[config.mk]
export PLATFORM = sky130hd
export DESIGN_NAME = div_sequencer_flat
export DESIGN_NICKNAME = d
export VERILOG_FILES = /design/src/rtl/div_sequencer_if.sv /design/src/rtl/div_sequencer.sv /design/src/flat_wrapper.sv
export SDC_FILE = /design/constraint.sdc
export NUM_CORES = 1
export LEC_CHECK = 0
export ABC_AREA = 1
export CAP_MARGIN = 25
export CORE_MARGIN = 8
export CORE_UTILIZATION = 44
export CTS_CLUSTER_SIZE = 24
export DETAILED_ROUTE_END_ITERATION = 8
export GPL_TIMING_DRIVEN = 0
export MAX_ROUTING_LAYER = met4
export PLACE_DENSITY = 0.69
export SLEW_MARGIN = 25
export SYNTH_ARGS = -nofsm -noshare
export SYNTH_HDL_FRONTEND = slang
export SYNTH_SLANG_ARGS = --single-unit
[constraint.sdc]
create_clock -name clk -period 3.4 [get_ports clk]
set_input_delay 0.68 -clock clk [delete_from_list [all_inputs] [get_ports clk]]
set_output_delay 0.68 -clock clk [all_outputs]
set_load 0.1 [all_outputs]
[src/rtl/div_sequencer_if.sv]
// div_sequencer_if: issue/result bundle between the EX stage and the
// iterative RV32M divide/remainder sequencer.
//   start    : EX-stage divide/remainder instruction valid this cycle
//   op       : 00 div, 01 divu, 10 rem, 11 remu
//   a, b     : dividend (rs1) and divisor (rs2)
//   kill     : abort the operation in flight (pipeline flush)
//   stall_EX : hold fetch and EX, suppress regwrite
//   busy     : sequencer is not idle
//   done     : one-cycle pulse, result valid
//   result   : quotient or remainder, held until the next completion
// The pipeline side uses the master modport, the sequencer the slave modport.
interface div_sequencer_if;
  logic        start;
  logic [1:0]  op;
  logic [31:0] a;
  logic [31:0] b;
  logic        kill;
  logic        stall_EX;
  logic        busy;
  logic        done;
  logic [31:0] result;

  modport master (
    output start, op, a, b, kill,
    input  stall_EX, busy, done, result
  );

  modport slave (
    input  start, op, a, b, kill,
    output stall_EX, busy, done, result
  );
endinterface

[src/rtl/div_sequencer.sv]
// div_sequencer: 32-cycle restoring divider for RV32M div/divu/rem/remu.
// Operands are captured once on issue; the sequencer then runs one
// restoring step per cycle on magnitudes, applies the sign fix-up on the
// last step and presents a registered result with a one-cycle done pulse.
// Divide-by-zero and signed overflow either finish immediately
// (EARLY_SPECIAL=1) or run the full iteration and have their architectural
// value substituted at the end (EARLY_SPECIAL=0).
// Ports:
//   clk : clock, all state changes on the rising edge
//   rst : synchronous active-high reset, overrides start and kill
//   bus : div_sequencer_if slave modport (see the interface file)
module div_sequencer #(
  parameter bit EARLY_SPECIAL = 1'b1
) (
  input  logic           clk,
  input  logic           rst,
  div_sequencer_if.slave bus
);

  typedef enum logic [1:0] {
    IDLE = 2'd0,
    ITER = 2'd1,
    DONE = 2'd2
  } state_e;

  state_e      state_q;
  logic [4:0]  cnt_q;
  logic        rem_sel_q;   // 1: return remainder, 0: return quotient
  logic        sign_a_q;    // dividend negative (signed ops only)
  logic        sign_b_q;    // divisor negative (signed ops only)
  logic        special_q;   // divide-by-zero or signed overflow captured
  logic [31:0] spec_q;      // architectural value for the special case
  logic [31:0] dvd_q;       // dividend, shifted out as quotient shifts in
  logic [31:0] dvs_q;       // divisor magnitude
  logic [31:0] rem_q;       // partial remainder
  logic [31:0] result_q;
  logic        done_q;

  // Capture-side decode of the incoming instruction.
  logic        is_signed;
  logic [31:0] mag_a;
  logic [31:0] mag_b;
  logic        div_zero;
  logic        sign_ovf;
  logic        special;
  logic [31:0] spec_val;
  logic        accept;

  // NOTE: every signal driven in always_comb gets a default at the top so no
  // path leaves it unassigned, which would otherwise infer a latch.
  always_comb begin
    is_signed = ~bus.op[0];
    mag_a     = bus.a;
    mag_b     = bus.b;
    if (is_signed && bus.a[31]) mag_a = -bus.a;
    if (is_signed && bus.b[31]) mag_b = -bus.b;

    div_zero = (bus.b == 32'd0);
    sign_ovf = is_signed && (bus.a == 32'h8000_0000) && (bus.b == 32'hFFFF_FFFF);
    special  = div_zero || sign_ovf;

    // Divide by zero: q = all ones, r = dividend. Overflow: q = INT_MIN, r = 0.
    if (bus.op[1]) spec_val = div_zero ? bus.a : 32'd0;
    else           spec_val = div_zero ? 32'hFFFF_FFFF : 32'h8000_0000;

    accept = (state_q == IDLE) && bus.start && !bus.kill;
  end

  // One restoring step. The shifted remainder is 33 bits so a divisor of
  // 0xFFFFFFFF still compares and subtracts correctly.
  logic [32:0] rem_shift;
  logic [32:0] rem_sub;
  logic        q_bit;
  logic [31:0] rem_nxt;
  logic [31:0] quo_nxt;
  logic [31:0] quo_fix;
  logic [31:0] rem_fix;
  logic [31:0] final_val;

  always_comb begin
    rem_shift = {rem_q, dvd_q[31]};
    rem_sub   = rem_shift - {1'b0, dvs_q};
    q_bit     = (rem_shift >= {1'b0, dvs_q});
    rem_nxt   = q_bit ? rem_sub[31:0] : rem_shift[31:0];
    quo_nxt   = {dvd_q[30:0], q_bit};

    // Truncating division: quotient sign is the xor of the operand signs,
    // remainder takes the sign of the dividend.
    quo_fix = (sign_a_q ^ sign_b_q) ? -quo_nxt : quo_nxt;
    rem_fix = sign_a_q ? -rem_nxt : rem_nxt;

    final_val = rem_sel_q ? rem_fix : quo_fix;
    if (special_q) final_val = spec_q;
  end

  // NOTE: sequential state uses non-blocking assignments only, so every
  // register samples the pre-edge values regardless of statement order.
  always_ff @(posedge clk) begin
    if (rst) begin
      state_q   <= IDLE;
      cnt_q     <= 5'd0;
      rem_sel_q <= 1'b0;
      sign_a_q  <= 1'b0;
      sign_b_q  <= 1'b0;
      special_q <= 1'b0;
      spec_q    <= 32'd0;
      dvd_q     <= 32'd0;
      dvs_q     <= 32'd0;
      rem_q     <= 32'd0;
      result_q  <= 32'd0;
      done_q    <= 1'b0;
    end else begin
      done_q <= 1'b0;
      unique case (state_q)
        IDLE: begin
          if (accept) begin
            rem_sel_q <= bus.op[1];
            sign_a_q  <= is_signed & bus.a[31];
            sign_b_q  <= is_signed & bus.b[31];
            special_q <= special;
            spec_q    <= spec_val;
            dvd_q     <= mag_a;
            dvs_q     <= mag_b;
            rem_q     <= 32'd0;
            cnt_q     <= 5'd0;
            if (EARLY_SPECIAL && special) begin
              state_q  <= DONE;
              result_q <= spec_val;
              done_q   <= 1'b1;
            end else begin
              state_q <= ITER;
            end
          end
        end
        ITER: begin
          if (bus.kill) begin
            state_q <= IDLE;
          end else begin
            rem_q <= rem_nxt;
            dvd_q <= quo_nxt;
            cnt_q <= cnt_q + 5'd1;
            if (cnt_q == 5'd31) begin
              state_q  <= DONE;
              result_q <= final_val;
              done_q   <= 1'b1;
            end
          end
        end
        DONE: begin
          state_q <= IDLE;
        end
        default: begin
          state_q <= IDLE;
        end
      endcase
    end
  end

  // The issuing cycle stalls combinationally; DONE releases the stall so the
  // held instruction retires with the result. A flush drops the stall at once.
  assign bus.stall_EX = !rst && !bus.kill &&
                        (((state_q == IDLE) && bus.start) || (state_q == ITER));
  assign bus.busy     = (state_q != IDLE);
  assign bus.done     = done_q;
  assign bus.result   = result_q;

endmodule

[src/flat_wrapper.sv]
// flat-port wrapper written by rule: the top's interface ports become plain ports
module div_sequencer_flat 
#(
  parameter bit EARLY_SPECIAL = 1'b1
)
  (clk, rst, bus_start, bus_op, bus_a, bus_b, bus_kill, bus_stall_EX, bus_busy, bus_done, bus_result);
  div_sequencer_if bus_i ();
  input  logic clk;
  input  logic rst;
  input wire logic [$bits(bus_i.start)-1:0] bus_start;
  input wire logic [$bits(bus_i.op)-1:0] bus_op;
  input wire logic [$bits(bus_i.a)-1:0] bus_a;
  input wire logic [$bits(bus_i.b)-1:0] bus_b;
  input wire logic [$bits(bus_i.kill)-1:0] bus_kill;
  output wire logic [$bits(bus_i.stall_EX)-1:0] bus_stall_EX;
  output wire logic [$bits(bus_i.busy)-1:0] bus_busy;
  output wire logic [$bits(bus_i.done)-1:0] bus_done;
  output wire logic [$bits(bus_i.result)-1:0] bus_result;
  assign bus_i.start = bus_start;
  assign bus_i.op = bus_op;
  assign bus_i.a = bus_a;
  assign bus_i.b = bus_b;
  assign bus_i.kill = bus_kill;
  assign bus_stall_EX = bus_i.stall_EX;
  assign bus_busy = bus_i.busy;
  assign bus_done = bus_i.done;
  assign bus_result = bus_i.result;
  div_sequencer #(.EARLY_SPECIAL(EARLY_SPECIAL)) u_core (.clk(clk), .rst(rst), .bus(bus_i));
endmodule
=== Word-level counts from Yosys, hierarchy flattened ===
Index checks and enable logic that the tools add are counted.

* $add $sub $neg: 6
* Order comparisons: 1
* Equality and inequality tests: 9
* Mux-type cells: 34
* Bitwise logic cells: 4
* Reductions and logical operators: 20

{| class="wikitable"
|+ Operators with widths
! kind !! number
|-
| 32-bit two-way mux || 17
|-
| 32-bit case mux with 2 select lines || 3
|-
| 32-bit negation || 4
|-
| 32-bit equality test (second input constant) || 2
|-
| 33-bit by 32-bit >= comparator with 1-bit output || 1
|-
| 32-bit logical NOT || 1
|-
| 32-bit subtractor || 1
|-
| 31-bit two-way mux || 1
|-
| 5-bit two-way mux || 2
|-
| 5-bit case mux with 2 select lines || 1
|-
| 1-bit logical AND || 8
|-
| 2-bit two-way mux || 4
|-
| 2-bit by 1-bit != test with 1-bit output (second input constant) || 3
|-
| 5-bit by 1-bit adder with 5-bit output (second input constant) || 1
|-
| 5-bit equality test (second input constant) || 1
|-
| 5-bit AND reduction || 1
|-
| 1-bit two-way mux || 4
|-
| 2-bit case mux with 2 select lines || 1
|-
| 2-bit AND reduction || 2
|-
| 2-bit nonzero test || 2
|-
| 3-bit by 2-bit != test with 1-bit output (second input constant) || 1
|-
| 3-bit AND reduction || 1
|-
| 1-bit bitwise AND || 2
|-
| 2-bit by 1-bit equality test with 1-bit output (second input constant) || 1
|-
| other kinds (7) || 9
|}

* Register bits: 172

=== Depth between registers and ports, before layout ===
Gate-level depths: netlist (run 1).

* Word-level depth: 9
* Gate-level depth with buffers: 32

=== Worst setup path after synthesis (run 1) ===
Ideal clock, no wire load.

* Kind: reg-to-reg
* Start: register u_core.dvs_q[23]
* End: register u_core.result_q[26] (netlist: u_core.bus.result[26])
* Arrival time: 3.549 ns
* Required time: 3.278 ns
* Slack: -0.271 ns
* Cell stages (with the launch flop): 31
* Path buffers: 1
* Clock period less this slack: 3.671 ns
* Cells stage by stage: dfxtp_1 -> inv_1 -> ha_1 -> nand2_2 -> inv_2 -> a21oi_2 -> nand2_1 -> nand2_1 -> nand3_2 -> nor2_4 -> nand2_8 -> inv_2 -> buf_4 -> ha_1 -> nand3_1 -> nor3_2 -> nand3_1 -> nor2_1 -> nand2_1 -> nor2_1 -> nand2_1 -> nand2_1 -> o21ai_1 -> a21oi_1 -> o21ai_1 -> o21ai_0 -> a21oi_1 -> nor2_1 -> nand2_1 -> nand2_1 -> a21oi_1

* Longest elaborated chain between the ends: 9
* Elaborated cells between the ends (all ways): 12
* Those cells by class: add/sub: 3; order compare: 1; mux: 8

{| class="wikitable"
|+ Ends and longest elaborated chain
! item !! line !! source
|-
| start, declared || div_sequencer.sv:34 || <nowiki>logic [31:0] dvs_q;</nowiki>
|-
| start signal, assigned || div_sequencer.sv:123 || <nowiki>dvs_q <= mag_b;</nowiki>
|-
| 32-bit subtractor / 33-bit by 32-bit >= comparator with 1-bit output (equally long branches) || div_sequencer.sv:82, div_sequencer.sv:83 ||
|-
| 32-bit two-way mux || div_sequencer.sv:84 || <nowiki>rem_nxt = q_bit ? rem_sub[31:0] : rem_shift[31:0];</nowiki>
|-
| 32-bit negation || div_sequencer.sv:90 || <nowiki>rem_fix = sign_a_q ? -rem_nxt : rem_nxt;</nowiki>
|-
| 32-bit two-way mux || div_sequencer.sv:90 ||
|-
| 32-bit two-way mux * || div_sequencer.sv:92 || <nowiki>final_val = rem_sel_q ? rem_fix : quo_fix;</nowiki>
|-
| 32-bit two-way mux * || div_sequencer.sv:93 || <nowiki>if (special_q) final_val = spec_q;</nowiki>
|-
| 32-bit two-way mux * || div_sequencer.sv:142 || <nowiki>if (cnt_q == 5'd31) begin</nowiki>
|-
| 32-bit two-way mux * || div_sequencer.sv:136 || <nowiki>if (bus.kill) begin</nowiki>
|-
| 32-bit case mux with 2 select lines * || div_sequencer.sv:114 || <nowiki>unique case (state_q)</nowiki>
|-
| end signal, assigned || div_sequencer.sv:128 || <nowiki>result_q <= spec_val;</nowiki>
|-
| end signal, assigned || div_sequencer.sv:144 || <nowiki>result_q <= final_val;</nowiki>
|-
| end, declared || div_sequencer.sv:36 || <nowiki>logic [31:0] result_q;</nowiki>
|}

Every way passes the cells marked *; elsewhere a longest branch is shown, timed or not. The select of a mux whose other input is x is not followed.
A chain may end at the register's enable or synchronous reset.

=== Worst setup path in the final report (run 1) ===
* Start: register u_core.dvs_q[24]
* End: register u_core.result_q[30] (netlist: u_core.bus.result[30])

Same word-level chain as after synthesis.

==> results of run 1 <==
[layout by cell type (no fill, tap or decap), types with 18 or more instances in the layout]
cell	n
inv_1	265
a21oi_2	18
nor3_1	25
buf_4	79
ha_4	34
o22ai_1	26
xnor2_1	22
o211ai_1	25
nor2_1	229
nor2_4	21
clkdlybuf4s50_1	100
clkbuf_1	70
a21oi_1	202
nand2_2	79
dfxtp_1	128
o21ai_0	151
nand4_1	28
xor2_1	38
nand3_2	21
nand3_1	139
nand2_1	523
dfxtp_2	44
nor2_2	25
inv_2	33
[cell families after synthesis]
kind of cell    share of synthesized area [%]
compound gates                           19.5
flops                                    25.1
simple gates                             36.0
xor+xnor                                 3.89
buf+inv                                  11.8
fa+ha+maj                                3.70
[metal layers]
| metal | global-route usage (%) | vias to the layer above | routed length, um |
|---|---|---|---|
| met5 | - | - | 0 |
| met4 | 9.11 | 0 | 1350 |
| met3 | 4.70 | 98 | 5070 |
| met2 | 45.9 | 885 | 24900 |
| met1 | 41.0 | 7676 | 25400 |
| li1 | - | 7986 | - |
[timing repair]
item,CTS,global route
hold buffers,0,0
endpoints found under the setup margin,64,66
resized for setup,118,212
pin swaps,47,59
setup buffers,44,44
[final cells by class]
cell class / count / area [sq um]
fill: 2968 / 12800
buffer: 101 / 508
clock inverter: 14 / 133
timing repair buffer: 188 / 1720
sequential: 172 / 3500
clock buffer: 18 / 439
inverter: 308 / 1200
tap: 396 / 495
multi-input combinational: 1742 / 9880
[through the flow]
step | TNS, ns | hold WS (ns)
after floorplan | -0.0482 | 0.446
after global placement | -64.77 | 0.460
after detailed placement | -70.40 | 0.466
after CTS | -1.05 | 0.475
after global routing | -5.82 | 0.504
final | -2.51 | 0.481
[worst paths after layout]
path / slack, ns / from / to / depth (start not counted)
hold reg to reg: 0.48 / u_core.spec_q[27] / u_core.spec_q[27] / 2
hold / removal: 0.48 / u_core.spec_q[27] / u_core.spec_q[27] / 2
setup / recovery: -0.35 / u_core.dvs_q[24] / u_core.bus.result[30] / 29
setup reg to reg: -0.35 / u_core.dvs_q[24] / u_core.bus.result[30] / 29
[registers in the layout, summed over array words and instances, names as in the netlist, 2 cells and up]
register           cells
u_core.rem_q          32
u_core.dvs_q          32
u_core.state_q         2
u_core.dvd_q          32
u_core.bus.result     32
u_core.cnt_q           5
u_core.spec_q         32
[where the power goes]
| group | leakage [uW] | total [uW] | switching (uW) | internal (uW) |
|---|---|---|---|---|
| logic | 0.00633 | 3120 | 1990 | 1130 |
| clock network | 0.000280 | 1960 | 921 | 1040 |
| registers | 0.00142 | 2200 | 89.8 | 2110 |
[critical path, delay by kind of cell, from the launching register on]
kind,cells,cell delay (ns)
compound gates,6,0.77
fa+ha+maj,2,0.36
buf+inv,4,0.34
flops,1,0.33
simple gates,17,1.85
[Yosys cell counts (4+ instances only)]
| cell type | count |
|---|---|
| nand3b_1 | 6 |
| and2_1 | 4 |
| nor4_1 | 4 |
| nor2_2 | 16 |
| o211ai_1 | 25 |
| a21oi_2 | 4 |
| o21bai_1 | 7 |
| a31oi_1 | 12 |
| nand3_1 | 162 |
| nand4_1 | 28 |
| or2_2 | 6 |
| o21ai_0 | 167 |
| nor2_1 | 256 |
| o221ai_1 | 12 |
| nand3_2 | 4 |
| nor3_1 | 33 |
| nand2_1 | 589 |
| buf_4 | 4 |
| clkbuf_1 | 76 |
| xor2_1 | 39 |
| o21ai_1 | 8 |
| inv_2 | 12 |
| ha_1 | 39 |
| o22ai_1 | 26 |
| nand2_2 | 27 |
| buf_6 | 5 |
| nor3_2 | 4 |
| buf_1 | 11 |
| xnor2_1 | 22 |
| inv_1 | 296 |
| a21oi_1 | 217 |
| dfxtp_1 | 172 |
==> out/qor.yml, run 1 <==
cts_made_buffers: 17
vias_per_cell: 5.66
violations: "negative setup slack"
synthArstFlopShare_pct: 0
cts_root_buf: "clkbuf_16"
maxCapViolCount: 0
vias: 16645
ys_ff_latch: 172
worstMarginPinSlew_ns: 1.05
first_pass_iters: 6
hold_class: "reg -> reg"
avgSynthCellArea_sq_um: 5.91
ys_seq_area_share_pct: 25.1
slew_headroom_pct: 30.1
area_growth_pct: 30.1
worstSetupPathType: "reg -> reg"
globalplace.congestion: 1.01
gr-total-overflow: 0
fin_worst_skew_ns: 0.0177
coreArea_sq_um: 30700
track_usage_pct: 30.3
period_needed_ns: 3.75
dieWidth_um: 193
io_pins: 105
leakagePower_uw: 0.00803
slowest_stage: "dfxtp_2"
syn_area_sq_um: 13700
cts_tree: "built"
cpPeakStageDelay_ns: 0.33
path_clk_slew_ns: 0.07
hold_violations: 0
synthCells: 2324
yosys_warnings: 0
worstSetupStartpointType: "flop"
layout_setup_ws_ns: -0.352
finalWirelength_mm: 56.7
cts.path.max_buffers: 2
instances_no_fill: 2939
antenna-diode-count: 0
grt_pass1_wl_mm: 84.9
synth_top_area_share_pct: 25.1
port_buffers: 103
pre_cts_slack_ns: -1.59
drtAntennaViolNets: 0
clkLatencyLatePin_ns: 0.46
final_util_pct: 58.2
drt-wirelength-per-cell_um: 19.3
slew_violations: 0
placed_cells: 2823
fin_crit_sh_pct: 110
vdd_drop_max_uv: 429
grt_pass1_vias: 15132
antenna_found_initial: 1
synthTopCellsByArea: "dfxtp_1, nand2_1, inv_1"
die_area_sq_um: 37100
grt_max_degree: 17
synth_fp_nets: 2434
drtIter0Drc: 2269
die_h_um: 193
rsz0062_at_grt: "true"
drive_above_1_share_pct: 18.9
htreeDepth: 4
p_per_area_nw_per_um2: 408
power_uw: 7280
setup_viol_count_final: 13
final_nets: 2640
end_kind: "flop"
synth_ff_type: "dfxtp_1"
synth_cell_types: 52
cp_max_fo: 5
drc: 0
synth_edf_count: 0
fin_area_sq_um: 17900
synth_top_cell_by_area: "dfxtp_1"
clock-sinks: 172
num_rows: 64
cp.arrival_ns: 4.13
hpwl_mm: 43.9
worst_ep_required_time_ns: 3.78
placed_area_sq_um: 15700
initial_utilization_pct: 44.8
fmax_ghz: 0.267
crit_top_cell: "nand2_2"
status: "finished with violations"
Note: power is estimated with default switching activity, not from simulation.
==> run 2, diff against run 1 <==
- RECOVER_POWER: unset -> 25
- SETUP_SLACK_MARGIN: unset -> 0.1
==> run 2 against run 1 <==
  * The run still ends with negative setup slack left
  * Clock skew is essentially flat
  * Clock-buffer cell count up 1
  * Register-to-register slack about the same
  * Final cell count is 1.2% lower
  * Core utilization decreased by 1.9 points
  * Die area stayed put
==> out/qor.yml, run 2 (synthesis gave the netlist of run 1 again) <==
vias: 16268  # was 16645
p_clk_share_pct: 29.3  # was 26.9%
hold_violations: 0  # unchanged
setup_viol_count_final: 48  # was 13
grt_max_degree: 17  # unchanged
status: "finished with violations"  # unchanged
fin_crit_sh_pct: 114  # was 110%
drtIter0Drc: 1723  # was 2269
hold_class: "reg -> reg"  # unchanged
die_h_um: 193  # unchanged
finalWirelength_mm: 56.5  # was 56.7 mm
fin_worst_skew_ns: 0.0174  # was 0.0177 ns
end_kind: "output port"  # was flop
n_fill_cell: 3100  # was 2968
grt_pass1_vias: 14816  # was 15132
coreArea_sq_um: 30700  # unchanged
antenna_found_initial: 1  # unchanged
pre_cts_slack_ns: -1.51  # was -1.59 ns
drt-wirelength-per-cell_um: 19.5  # was 19.3 um
placed_cells: 2823  # unchanged
hpwl_mm: 44.7  # was 43.9 mm
clkLatencyLatePin_ns: 0.45  # was 0.46 ns
path_clk_slew_ns: 0.07  # about the same
htreeDepth: 4  # unchanged
final_util_pct: 56.3  # was 58.2%
instances_no_fill: 2904  # was 2939
comb_power_share_pct: 39.6  # was 42.8%
p_per_area_nw_per_um2: 411  # was 408 nW/um^2
port_buffers: 103  # unchanged
initial_utilization_pct: 44.8  # unchanged
dieWidth_um: 193  # unchanged
maxCapViolCount: 0  # unchanged
num_rows: 64  # unchanged
reg2regPathDepth: 30  # was 29
whs_endpoint: "u_core.bus.result[0]"  # was u_core.spec_q[27]
period_needed_ns: 3.88  # was 3.75 ns
placed_area_sq_um: 15700  # unchanged
first_pass_iters: 6  # unchanged
track_usage_pct: 30.5  # was 30.3%
vias_per_cell: 5.60  # was 5.66
grt_pass1_wl_mm: 84.8  # was 84.9 mm
clock-sinks: 172  # unchanged
worstSetupPathType: "in -> out"  # was reg -> reg
layout_common_cells: "nand2_1, inv_1, nor2_1, a21oi_1, nand3_1"  # was nand2_1, inv_1, nor2_1, a21oi_1, o21ai_0
rsz0062_at_grt: "true"  # unchanged
final_common_cell: "nand2_1"  # unchanged
worstMarginPinSlew_ns: 1.02  # was 1.05 ns
r2r_slack_ns: -0.36  # was -0.35 ns
seqPwrFrac_pct: 31.1  # was 30.3%
layout_setup_ws_ns: -0.479  # was -0.352 ns
switching_power_uw: 2930  # was 3000 uW
globalplace.congestion: 1.01  # about the same
final_nets: 2605  # was 2640
io_pins: 105  # unchanged
r2r-end: "u_core.bus.result[30]"  # unchanged
vdd_drop_max_uv: 378  # was 429 uV
cts.path.max_buffers: 2  # unchanged
worst_ep_required_time_ns: 2.72  # was 3.78 ns
drtAntennaViolNets: 0  # unchanged
swShare_pct: 41.3  # was 41.2%
drc: 0  # unchanged
fmax_ghz: 0.258  # was 0.267 GHz
cp.arrival_ns: 3.20  # was 4.13 ns
cts_tree: "built"  # unchanged
leakagePower_uw: 0.00780  # was 0.00803 uW
slew_violations: 0  # unchanged
min_from: "u_core.bus.result[0]"  # was u_core.spec_q[27]
cp_max_fo: 10  # was 5
intPower_uw: 4160  # was 4290 uW
violations: "negative setup slack"  # unchanged
gr-total-overflow: 0  # unchanged
timing.rr.start: "u_core.dvd_q[31]"  # was u_core.dvs_q[24]
antenna-diode-count: 0  # unchanged
hold_slack_ns: 0.480  # was 0.481 ns
worstSetupStartpointType: "input pin"  # was flop
area_growth_pct: 25.8  # was 30.1%
fin_area_sq_um: 17300  # was 17900 sq um
slew_headroom_pct: 32.2  # was 30.1%
cts_root_buf: "clkbuf_16"  # unchanged
hold_buffers: 0  # unchanged
drive_above_1_share_pct: 15.1  # was 18.9%
holdPathStages: 2  # unchanged
die_area_sq_um: 37100  # unchanged
cts_made_buffers: 17  # unchanged
==> run 2: cell count changes in the layout (fill, tap and decap cells not counted), moves of 8 or more <==
cell,delta
nor2_4,-13
nand2_4,-8
nor2_1,+11
dfxtp_1,+13
nand3_2,-8
dfxtp_2,-14
buf_4,-29
nand2_1,+25
nand2_2,-17
nand3_1,+12
==> run 2: worst max-delay path by stage <==
stage,from,end,slack (ns),cells after the start
floorplan,u_core.dvs_q[19],u_core.bus.result[26],-0.05,32
global placement,bus_a[0],u_core.bus.result[30],-1.47,16
detailed placement,bus_a[0],u_core.bus.result[30],-1.51,16
CTS,u_core.dvs_q[18],u_core.bus.result[30],-0.23,32
global route,u_core.dvs_q[24],u_core.bus.result[30],-0.55,30
finish,bus_kill,bus_stall_EX,-0.48,8
==> run 2: area by class of cell <==
cell class | instances | area (sq um) | area share (%)
repair buffers | 152 | 1440 | 8.31
well taps | 396 | 495 | 2.87
clock buffers | 19 | 443 | 2.56
flip-flops and latches | 172 | 3480 | 20.2
clock inverters | 13 | 156 | 0.905
inverters | 308 | 1180 | 6.83
plain buffers | 102 | 505 | 2.93
multi-input cells | 1742 | 9580 | 55.4
==> run 2: routing by layer <==
metal  share of wire (%)  vias to the layer above  GRT usage, %
met5                   0                        -             -
met4                 2.4                        0          8.64
met3                 8.8                       77          5.40
met2                  43                      759          45.3
met1                  46                     7523          41.8
li1                    -                     7909             -
==> run 2: timing repair <==
item | 4_1_cts | 5_1_grt
endpoints found under the hold margin | 0 | 0
setup buffers | 38 | 12
gates resized for setup | 144 | 79
setup endpoints to repair | 78 | 76
pin swaps | 45 | 35
==> run 2: power by group through the flow <==
stage / clock network, uW / logic, uW / registers, uW
global route: 2160 / 3060 / 2210
global placement: 0 / 2470 / 2240
finish: 2080 / 2810 / 2200
detailed placement: 0 / 2480 / 2240
floorplan: 0 / 1600 / 2350
CTS: 2080 / 2650 / 2200
==> run 2: worst max-delay path, cell delays in order <==
cell	delay, ns
dlygate4sd3_1	0.63
inv_1	0.06
nand3_1	0.30
clkinvlp_2	0.60
nor2_4	0.31
clkbuf_4	0.27
nor2_2	0.08
buf_4	0.26
==> run 2: metrics by stage <==
stage / TNS [ns] / power (uW)
2_1_floorplan: -0.0482 / 3950
3_3_place_gp: -66.73 / 4710
3_5_place_dp: -69.23 / 4720
4_1_cts: -1.49 / 6930
5_1_grt: -16.92 / 7440
6_report: -10.29 / 7090
==> run 3, diff against run 2 <==
- PLACE_DENSITY: 0.69 -> 0.67
- clock period: 3.4 -> 4.2 ns (I/O delays scaled with it)
==> run 3 against run 2 <==
  * Via count is 1.1% lower
  * Sequential cell count stayed put
  * Clock power is 21% lower
  * Non-clock buffer count is 36 lower
  * The run now ends clean
  * Hold slack worse by 0.013 ns
  * Routed wire length is 0.65% lower
  * Register-to-register slack better by 0.65 ns
  * Critical endpoint unchanged
  * Clock skew is 0.0081 ns higher
  * Setup slack better by 0.66 ns
  * Combinational power is 25% lower
  * Die area stayed put
==> out/qor.yml, run 3 (synthesis gave the netlist of run 1 again) <==
status: "finished, final reports clean"  # was finished with violations
grt_max_degree: 17  # unchanged
drt-wirelength-per-cell_um: 19.6  # was 19.5 um
final_common_cell: "nand2_1"  # unchanged
period_needed_ns: 4.02
r2r_slack_ns: 0.29  # was -0.36 ns
layout_common_cells: "nand2_1, inv_1, nor2_1, a21oi_1, o21ai_0"  # was nand2_1, inv_1, nor2_1, a21oi_1, nand3_1
cts.path.max_buffers: 2  # unchanged
seqPwrFrac_pct: 32.2  # was 31.1%
cp.arrival_ns: 3.18  # was 3.20 ns
leakagePower_uw: 0.00749  # was 0.00780 uW
worstSetupPathType: "in -> out"  # unchanged
maxCapViolCount: 0  # unchanged
fin_worst_skew_ns: 0.0254  # was 0.0174 ns
globalplace.congestion: 1.01  # about the same
antenna-diode-count: 0  # unchanged
fin_crit_sh_pct: 95.7
hpwl_mm: 44.4  # was 44.7 mm
crit_family: "buffers and inverters"  # unchanged
area_growth_pct: 20.1  # was 25.8%
switching_power_uw: 2270  # was 2930 uW
num_rows: 64  # unchanged
slowest_stage: "buf_2"  # was dlygate4sd3_1
vias_per_cell: 5.61  # was 5.60
cts_root_buf: "clkbuf_16"  # unchanged
vias: 16091  # was 16268
drtAntennaViolNets: 0  # unchanged
drc: 0  # unchanged
track_usage_pct: 30.6  # was 30.5%
reg2regPathDepth: 25  # was 30
dieWidth_um: 193  # unchanged
port_buffers: 103  # unchanged
drive_above_1_share_pct: 9.27  # was 15.1%
critPathBufInv: 5  # unchanged
fmax_ghz: 0.249
min_from: "u_core.bus.result[0]"  # unchanged
comb_power_share_pct: 38.1  # was 39.6%
coreArea_sq_um: 30700  # unchanged
swShare_pct: 41.0  # was 41.3%
gr-total-overflow: 0  # unchanged
clkLatencyLatePin_ns: 0.46  # was 0.45 ns
worstMarginPinSlew_ns: 1.02  # about the same
placed_cells: 2823  # unchanged
timing.rr.start: "u_core.rem_q[10]"  # was u_core.dvd_q[31]
placed_area_sq_um: 15300  # was 15700 sq um
slew_headroom_pct: 32.0  # was 32.2%
holdPathStages: 2  # unchanged
clock-sinks: 172  # unchanged
end_kind: "output port"  # unchanged
drtIter0Drc: 1810  # was 1723
cp_max_fo: 10  # unchanged
pre_cts_slack_ns: -0.995  # was -1.51 ns
worstSetupStartpointType: "input pin"  # unchanged
r2r-end: "u_core.bus.result[14]"  # was u_core.bus.result[30]
final_util_pct: 53.8  # was 56.3%
hold_class: "reg -> reg"  # unchanged
antenna_found_initial: 0  # was 1
initial_utilization_pct: 44.8  # unchanged
die_area_sq_um: 37100  # unchanged
power_uw: 5530  # was 7090 uW
die_h_um: 193  # unchanged
path_clk_slew_ns: 0.06  # was 0.07 ns
whs_endpoint: "u_core.bus.result[0]"  # unchanged
p_clk_share_pct: 29.7  # was 29.3%
vdd_drop_max_uv: 339  # was 378 uV
io_pins: 105  # unchanged
grt_pass1_wl_mm: 85.5  # was 84.8 mm
n_fill_cell: 3223  # was 3100
first_pass_iters: 5  # was 6
hold_buffers: 0  # unchanged
cpPeakStageDelay_ns: 0.49  # was 0.63 ns
grt_pass1_vias: 14807  # was 14816
finalWirelength_mm: 56.1  # was 56.5 mm
slew_violations: 0  # unchanged
instances_no_fill: 2867  # was 2904
final_nets: 2569  # was 2605
htreeDepth: 4  # unchanged
p_per_area_nw_per_um2: 335  # was 411 nW/um^2
intPower_uw: 3260  # was 4160 uW
fin_area_sq_um: 16500  # was 17300 sq um
worst_ep_required_time_ns: 3.36  # was 2.72 ns
rsz0062_at_grt: "false"  # was true
setup_viol_count_final: 0  # was 48
hold_violations: 0  # unchanged
cts_made_buffers: 17  # unchanged
path_cells: "clkdlybuf4s50_1, inv_1, nand3_1, inv_2, nor2_4, clkbuf_2, nor2_1, buf_2"  # was dlygate4sd3_1, inv_1, nand3_1, clkinvlp_2, nor2_4, clkbuf_4, nor2_2, buf_4
layout_setup_ws_ns: 0.179  # was -0.479 ns
cts_tree: "built"  # unchanged
[run 3: worst reg2reg max path: cells and delay by family (launching register included)]
kind	cells	cell delay [ns]
compound gates	4	0.57
simple gates	14	1.71
buf+inv	5	0.56
flops	1	0.46
fa+ha+maj	2	0.49
[run 3: power groups by stage]
stage	sequential, uW	clock (uW)	combinational (uW)
2_1_floorplan	1900	0	1250
3_3_place_gp	1810	0	1940
3_5_place_dp	1810	0	1950
4_1_cts	1780	1640	2020
5_1_grt	1790	1700	2290
6_report	1780	1640	2100
[run 3: area by class of cell]
type | count | area, sq um | share of cell area (%)
clock inverter | 12 | 139 | 0.842
sequential | 172 | 3460 | 21.0
timing repair buffer | 116 | 1130 | 6.87
multi-input combinational | 1742 | 9160 | 55.6
buffer | 102 | 487 | 2.95
inverter | 308 | 1170 | 7.11
clock buffer | 19 | 443 | 2.69
tap | 396 | 495 | 3.01
[run 3: stage by stage]
step / TNS, ns / hold slack [ns]
after CTS: 0 / 0.474
after global placement: -23.78 / 0.458
after floorplan: 0 / 0.446
final: 0 / 0.467
after detailed placement: -25.72 / 0.463
after global routing: 0 / 0.498
[run 3: per-layer routing]
metal	global-route usage, %	vias up	part of all wire, %
met5	-	-	0
met4	9.20	0	2.5
met3	4.59	80	7.9
met2	45.8	748	43
met1	42.1	7415	46
li1	-	7848	-
[run 3: worst max-delay path by stage]
stage | startpoint | depth (start not counted) | slack [ns] | endpoint
global placement | bus_kill | 8 | -1.04 | bus_stall_EX
finish | bus_kill | 8 | 0.18 | bus_stall_EX
floorplan | u_core.dvs_q[23] | 30 | 0.53 | u_core.bus.result[26]
CTS | u_core.dvs_q[20] | 32 | 0.1 | u_core.bus.result[26]
global route | u_core.dvs_q[17] | 23 | 0.05 | u_core.bus.result[31]
detailed placement | bus_kill | 8 | -0.99 | bus_stall_EX
[run 3: what timing repair did]
action,4_1_cts,5_1_grt
setup endpoints to repair,31,35
endpoints found under the hold margin,0,0
resized for setup,93,32
pin swaps,6,12
buffers inserted,4,9
==> patch 1, RTL diff (flow settings as in run 3) <==
Reset style: asynchronous (`rst`), changed in one clocked block. Comments in the files are not updated.
--- a/src/rtl/div_sequencer.sv
+++ b/src/rtl/div_sequencer.sv
@@ -96,5 +96,5 @@
   // NOTE: sequential state uses non-blocking assignments only, so every
   // register samples the pre-edge values regardless of statement order.
-  always_ff @(posedge clk) begin
+  always_ff @(posedge clk or posedge rst) begin
     if (rst) begin
       state_q   <= IDLE;
Formal check against the unedited RTL: differs if rst is asserted again (counterexample within 4 cycles, from zero or initial values and one cycle with rst high); with rst held inactive, the same outputs for 4 cycles.
==> patch 1 against run 3 <==
- the run now ends with capacitance limit, slew limit left
- final cell count fell by 2.2%
- setup slack improved by 0.027 ns
- routed wire length fell by 1.7%
- sequential cell count did not move
- cell area rose by 3.2%
- synthesized cell count fell by 3.4%
- non-clock buffer count fell by 10
- first-iteration DRC count fell by 2.9%
- critical path depth rose by 22
- sequential share of layout area rose by 4.4 points
- critical path type is now register to register
- area after synthesis rose by 3.6%
Power is not compared: it rests on default switching activity, and its combinational part moved more than twofold at a synthesized area within 25%.
==> patch 1: results (changes against run 3) <==
[detailed_routing]
wire_per_inst_um=19.7  ; +0.50%
detailroute.via_count=15700  ; -2.4%
wl_met1_mm=26.1  ; +1.1%
detailroute.wirelength.met2_mm=23.7  ; -2.6%
dr_wl_met3_mm=4.50  ; +1.1%

[logic_synthesis]
most_common_flop_cell_mapped_by_yosys=sky130_fd_sc_hd__dfrtp_1
netlist_top_cells_area=sky130_fd_sc_hd__dfrtp_1 (30%), sky130_fd_sc_hd__nand2_1 (15%), sky130_fd_sc_hd__nor2_1 (7.9%), sky130_fd_sc_hd__o21ai_0 (7.8%), sky130_fd_sc_hd__inv_1 (7.0%)
synthTopCellsByCount=sky130_fd_sc_hd__nand2_1 (585), sky130_fd_sc_hd__nor2_1 (301), sky130_fd_sc_hd__inv_1 (264)
synth_fp_nets=2356  ; -3.2%
synth_seq_area_share=0.302  ; +0.0517
synth-async-reset-ratio=1.00  ; +1.00
synth_fa_ha_area_frac=0.0357  ; -0.00130

[worst_setup_path]
worst-endpoint-arrival_ns=4.37  ; +1.19 ns
reg2reg_depth=30  ; +20%
slowest_stage_delay_on_critical_path_ns=0.42  ; -0.07 ns
r2r_end=u_core.bus.result[30]
r2r_setup_slack_ns=0.21  ; -0.08 ns
critical_path_class=register to register
critPathSlowestCell=sky130_fd_sc_hd__dfrtp_1

[cells_and_area]
fill_cells=3344  ; +3.8%
layout.nets=2497  ; -2.8%
drive_gt1_frac=0.0939  ; +0.00119

[grt]
first_pass_grt_wire_length_mm=84.1  ; -1.7%
grtUsageMet3=0.0571  ; +0.0112
pin_count_of_the_biggest_net_entering_global_routing=33  ; +16

[status]
violations=capacitance limit, slew limit
status=finished, violations left

[clocking]
postcts_resize_cnt=41  ; -56%
post_cts_buffers=2  ; -2

[job]
cap_violations=3  ; +3

[sta]
worst_hold_slack_ns=0.481  ; +0.0135 ns
final-max-slew-violation-count=86  ; +86
measured_slew_at_the_worst_slew_check_pin_ns=1.77  ; +0.756 ns

[placement]
port_buffers=104  ; +0.97%

==> patch 1: layout make-up <==
type                            instances  area, um^2  area share
Multi-Input combinational cell       1709        8930       0.525
Sequential cell                       172        4310       0.253
Timing Repair Buffer                  122        1190      0.0701
Inverter                              279        1060      0.0626
Tap cell                              408         510      0.0300
Clock buffer                           18         429      0.0252
Buffer                                 86         399      0.0235
Clock inverter                         11         171      0.0101
==> patch 1: tightest hold or removal path, cell delays in order (launching register included) <==
cell and delay (ns):
sky130_fd_sc_hd__dfrtp_1 0.34, sky130_fd_sc_hd__nand2_1 0.05, sky130_fd_sc_hd__nand2_1 0.05
==> patch 1: metrics by stage <==
step	cells	setup slack (ns)	util	area [um^2]	setup TNS, ns
detailed placement	2764	-1.10	0.494	15900	-30.74
CTS	2795	0.00862	0.516	16600	0
floorplan	2246	0.262	-	14200	0
global placement	2758	-1.07	0.490	15800	-99.72
finish	2805	0.206	0.528	17000	0
global route	2805	-0.00667	0.528	17000	-0.00667
==> patch 2, RTL diff (flow settings as in run 3) <==
Made on the original files. `EARLY_SPECIAL` is set to 1'b1 in 2 places; all go to 1'b0.
--- a/src/rtl/div_sequencer.sv
+++ b/src/rtl/div_sequencer.sv
@@ -11,5 +11,5 @@
 //   bus : div_sequencer_if slave modport (see the interface file)
 module div_sequencer #(
-  parameter bit EARLY_SPECIAL = 1'b1
+  parameter bit EARLY_SPECIAL = 1'b0
 ) (
   input  logic           clk,
--- a/src/flat_wrapper.sv
+++ b/src/flat_wrapper.sv
@@ -2,5 +2,5 @@
 module div_sequencer_flat 
 #(
-  parameter bit EARLY_SPECIAL = 1'b1
+  parameter bit EARLY_SPECIAL = 1'b0
 )
   (clk, rst, bus_start, bus_op, bus_a, bus_b, bus_kill, bus_stall_EX, bus_busy, bus_done, bus_result);
Check against the original RTL: not equivalent (a bounded check fails within 4 cycles, from zero or initial values and one cycle with rst high).
==> patch 2 against run 3 <==
- cell area is 0.27% higher
- worst hold slack got worse by 0.0014 ns
- fmax grew 0.58%
- routed wire length decreased by 4.2%
- sequential cell count is the same
- setup slack improved by 0.023 ns
- area after synthesis fell by 2.3%
- sequential power down 3%
- power decreased by 9.7%
- largest cell class unchanged
- highest routed layer unchanged
==> patch 2: results (changes against run 3) <==
[status]
status=completed

[power]
swShare=0.381  ; -0.0292
seqPwrFrac=0.346  ; +0.024
leakage_power_nw=7.37  ; -1.6%
clockNetworkPower_mw=1.67
pwr.group.sequential_mw=1.73  ; -3%
vdd.ir_drop.worst_mv=0.307  ; -9.4%

[worst_setup_path]
top_delay_family_on_crit_path=buffers and inverters
reg2reg_depth=29  ; +16%
timing.critical_path.fanout_max=10  ; unchanged
critPathSlowestCell=sky130_fd_sc_hd__dlygate4sd3_1
slowest_stage_delay_on_critical_path_ns=0.60  ; +0.11 ns
worst-endpoint-arrival_ns=3.16  ; -0.02 ns

[grt]
pin_count_of_the_biggest_net_entering_global_routing=20  ; +3
first_pass_grt_wire_length_mm=80.3  ; -6.1%
first_global_vias=14200  ; -4.1%
global_route.usage.total=0.293  ; -0.0136
initial_antenna_violation_count=0  ; unchanged

[cells_and_area]
area_delta_synth_final_pct=23.1
drive_gt1_frac=0.135  ; +0.0423
layout.nets=2534  ; -1.4%

[logic_synthesis]
synth-async-reset-ratio=0  ; unchanged
postSynthAreaPerCell_um2=5.93  ; +0.34%
most_common_flop_cell_mapped_by_yosys=sky130_fd_sc_hd__dfxtp_1
yosys.cell_types.count=53  ; +1.9%
warning_count_from_the_yosys_run=0  ; unchanged
synthTopCellsByCount=sky130_fd_sc_hd__nand2_1 (636), sky130_fd_sc_hd__inv_1 (331), sky130_fd_sc_hd__a21oi_1 (183)
synth_seq_area_share=0.257  ; +0.00577
netlist_top_cells_area=sky130_fd_sc_hd__dfxtp_1 (26%), sky130_fd_sc_hd__nand2_1 (18%), sky130_fd_sc_hd__inv_1 (9.3%), sky130_fd_sc_hd__a21oi_1 (6.8%), sky130_fd_sc_hd__nand3_1 (6.3%)
synth_fp_nets=2374  ; -2.5%

[placement]
post-dp-hpwl_mm=42.4  ; -4.6%
post-place-cells=2763  ; -2.1%
gp_routability_congestion=1.03  ; +2.3%
detailed_place.area_um2=15000  ; -2.0%
port_buffers=103  ; unchanged

[hold_path]
holdPathStages=2  ; unchanged
min-delay-path-class=register to register

[detailed_routing]
drt_pass1_iterations=6  ; +1
detailroute.via_count=15900  ; -1.3%
wl_mm=53.7  ; -4.2%
drt-initial-drc-count=2108  ; +16%
vias_per_cell=5.61  ; about the same

[clocking]
cts_max_path_buffers=2  ; unchanged
cts_buffers=17  ; unchanged
clkTransAtPathRegs_ns=0.07
clock_insertion_delay_worst_skew_ns=0.45

[sta]
worst_rel_slew_slack=0.343  ; +0.0224
fin_skew_ns=0.0153  ; -0.0102 ns

## patch 2: changes by cell type after synthesis, moves of 6 or more
cell                              run 3  this run
sky130_fd_sc_hd__nor4_1               4        10
sky130_fd_sc_hd__o22ai_1             26        41
sky130_fd_sc_hd__or2_2                6        12
sky130_fd_sc_hd__xnor2_1             22         6
sky130_fd_sc_hd__nor2_1             256       151
sky130_fd_sc_hd__a21oi_1            217       183
sky130_fd_sc_hd__nand3_1            162       170
sky130_fd_sc_hd__inv_1              296       331
sky130_fd_sc_hd__a31oi_1             12        19
sky130_fd_sc_hd__nand2_1            589       636
sky130_fd_sc_hd__nand2_2             27        21
sky130_fd_sc_hd__o211ai_1            25        12
sky130_fd_sc_hd__o21ai_0            167       142
## patch 2: repair_timing
| item | in CTS | in global routing |
|---|---|---|
| endpoints found under the setup margin | 11 | 41 |
| gates resized for setup | 107 | 85 |
| buffers inserted | 21 | 17 |
| pin swaps | 7 | 19 |
## patch 2: area by class of cell
type	count	area [um^2]
clock buffers	17	425
fillers	3079	13800
clock inverters	15	194
plain buffers	93	415
well taps	396	495
repair buffers	141	1310
flip-flops and latches	172	3510
multi-input cells	1647	8830
inverters	352	1360
## patch 2: kinds of logic (layout without fill, tap and decap cells)
| group | after synthesis | in the layout | share of synthesized area |
|---|---|---|---|
| AO/OA/AOI/OAI | 459 | 459 | 0.193 |
| XOR/XNOR | 42 | 42 | 0.0274 |
| adder cells (fa/ha/maj) | 40 | 40 | 0.0378 |
| buffers and inverters | 445 | 618 | 0.129 |
| flip-flops | 172 | 172 | 0.257 |
| AND/OR/NAND/NOR | 1106 | 1106 | 0.357 |
## patch 2: final timing paths
kind / start / to / slack (ns)
max reg2reg: u_core.dvs_q[28] / u_core.bus.result[8] / 0.22
max: bus_kill / bus_stall_EX / 0.20
min reg2reg: u_core.bus.result[28] / u_core.bus.result[28] / 0.47
min: u_core.bus.result[28] / u_core.bus.result[28] / 0.47
## patch 2: metal layers
metal	vias up	part of all wire	GRT usage
met5	-	0	-
met4	0	0.025	0.0814
met3	77	0.086	0.0344
met2	793	0.43	0.429
met1	7326	0.46	0.417
li1	7691	-	-
## patch 2: metrics by stage
| stage | hold slack, ns | setup slack (ns) | utilization |
|---|---|---|---|
| 5_1_grt | 0.486 | 0.0379 | 0.545 |
| 6_report | 0.466 | 0.203 | 0.545 |
| 2_1_floorplan | 0.437 | 0.461 | - |
| 3_5_place_dp | 0.458 | -0.880 | 0.493 |
| 4_1_cts | 0.467 | 0.103 | 0.534 |
| 3_3_place_gp | 0.455 | -0.876 | 0.493 |
## patch 2: worst reg2reg max path: cells and delay by family (launching register included)
kind	cells	cell delay, ns
AO/OA/AOI/OAI	5	0.55
adder cells (fa/ha/maj)	2	0.41
buffers and inverters	12	1.48
flip-flops	1	0.31
AND/OR/NAND/NOR	10	1.10
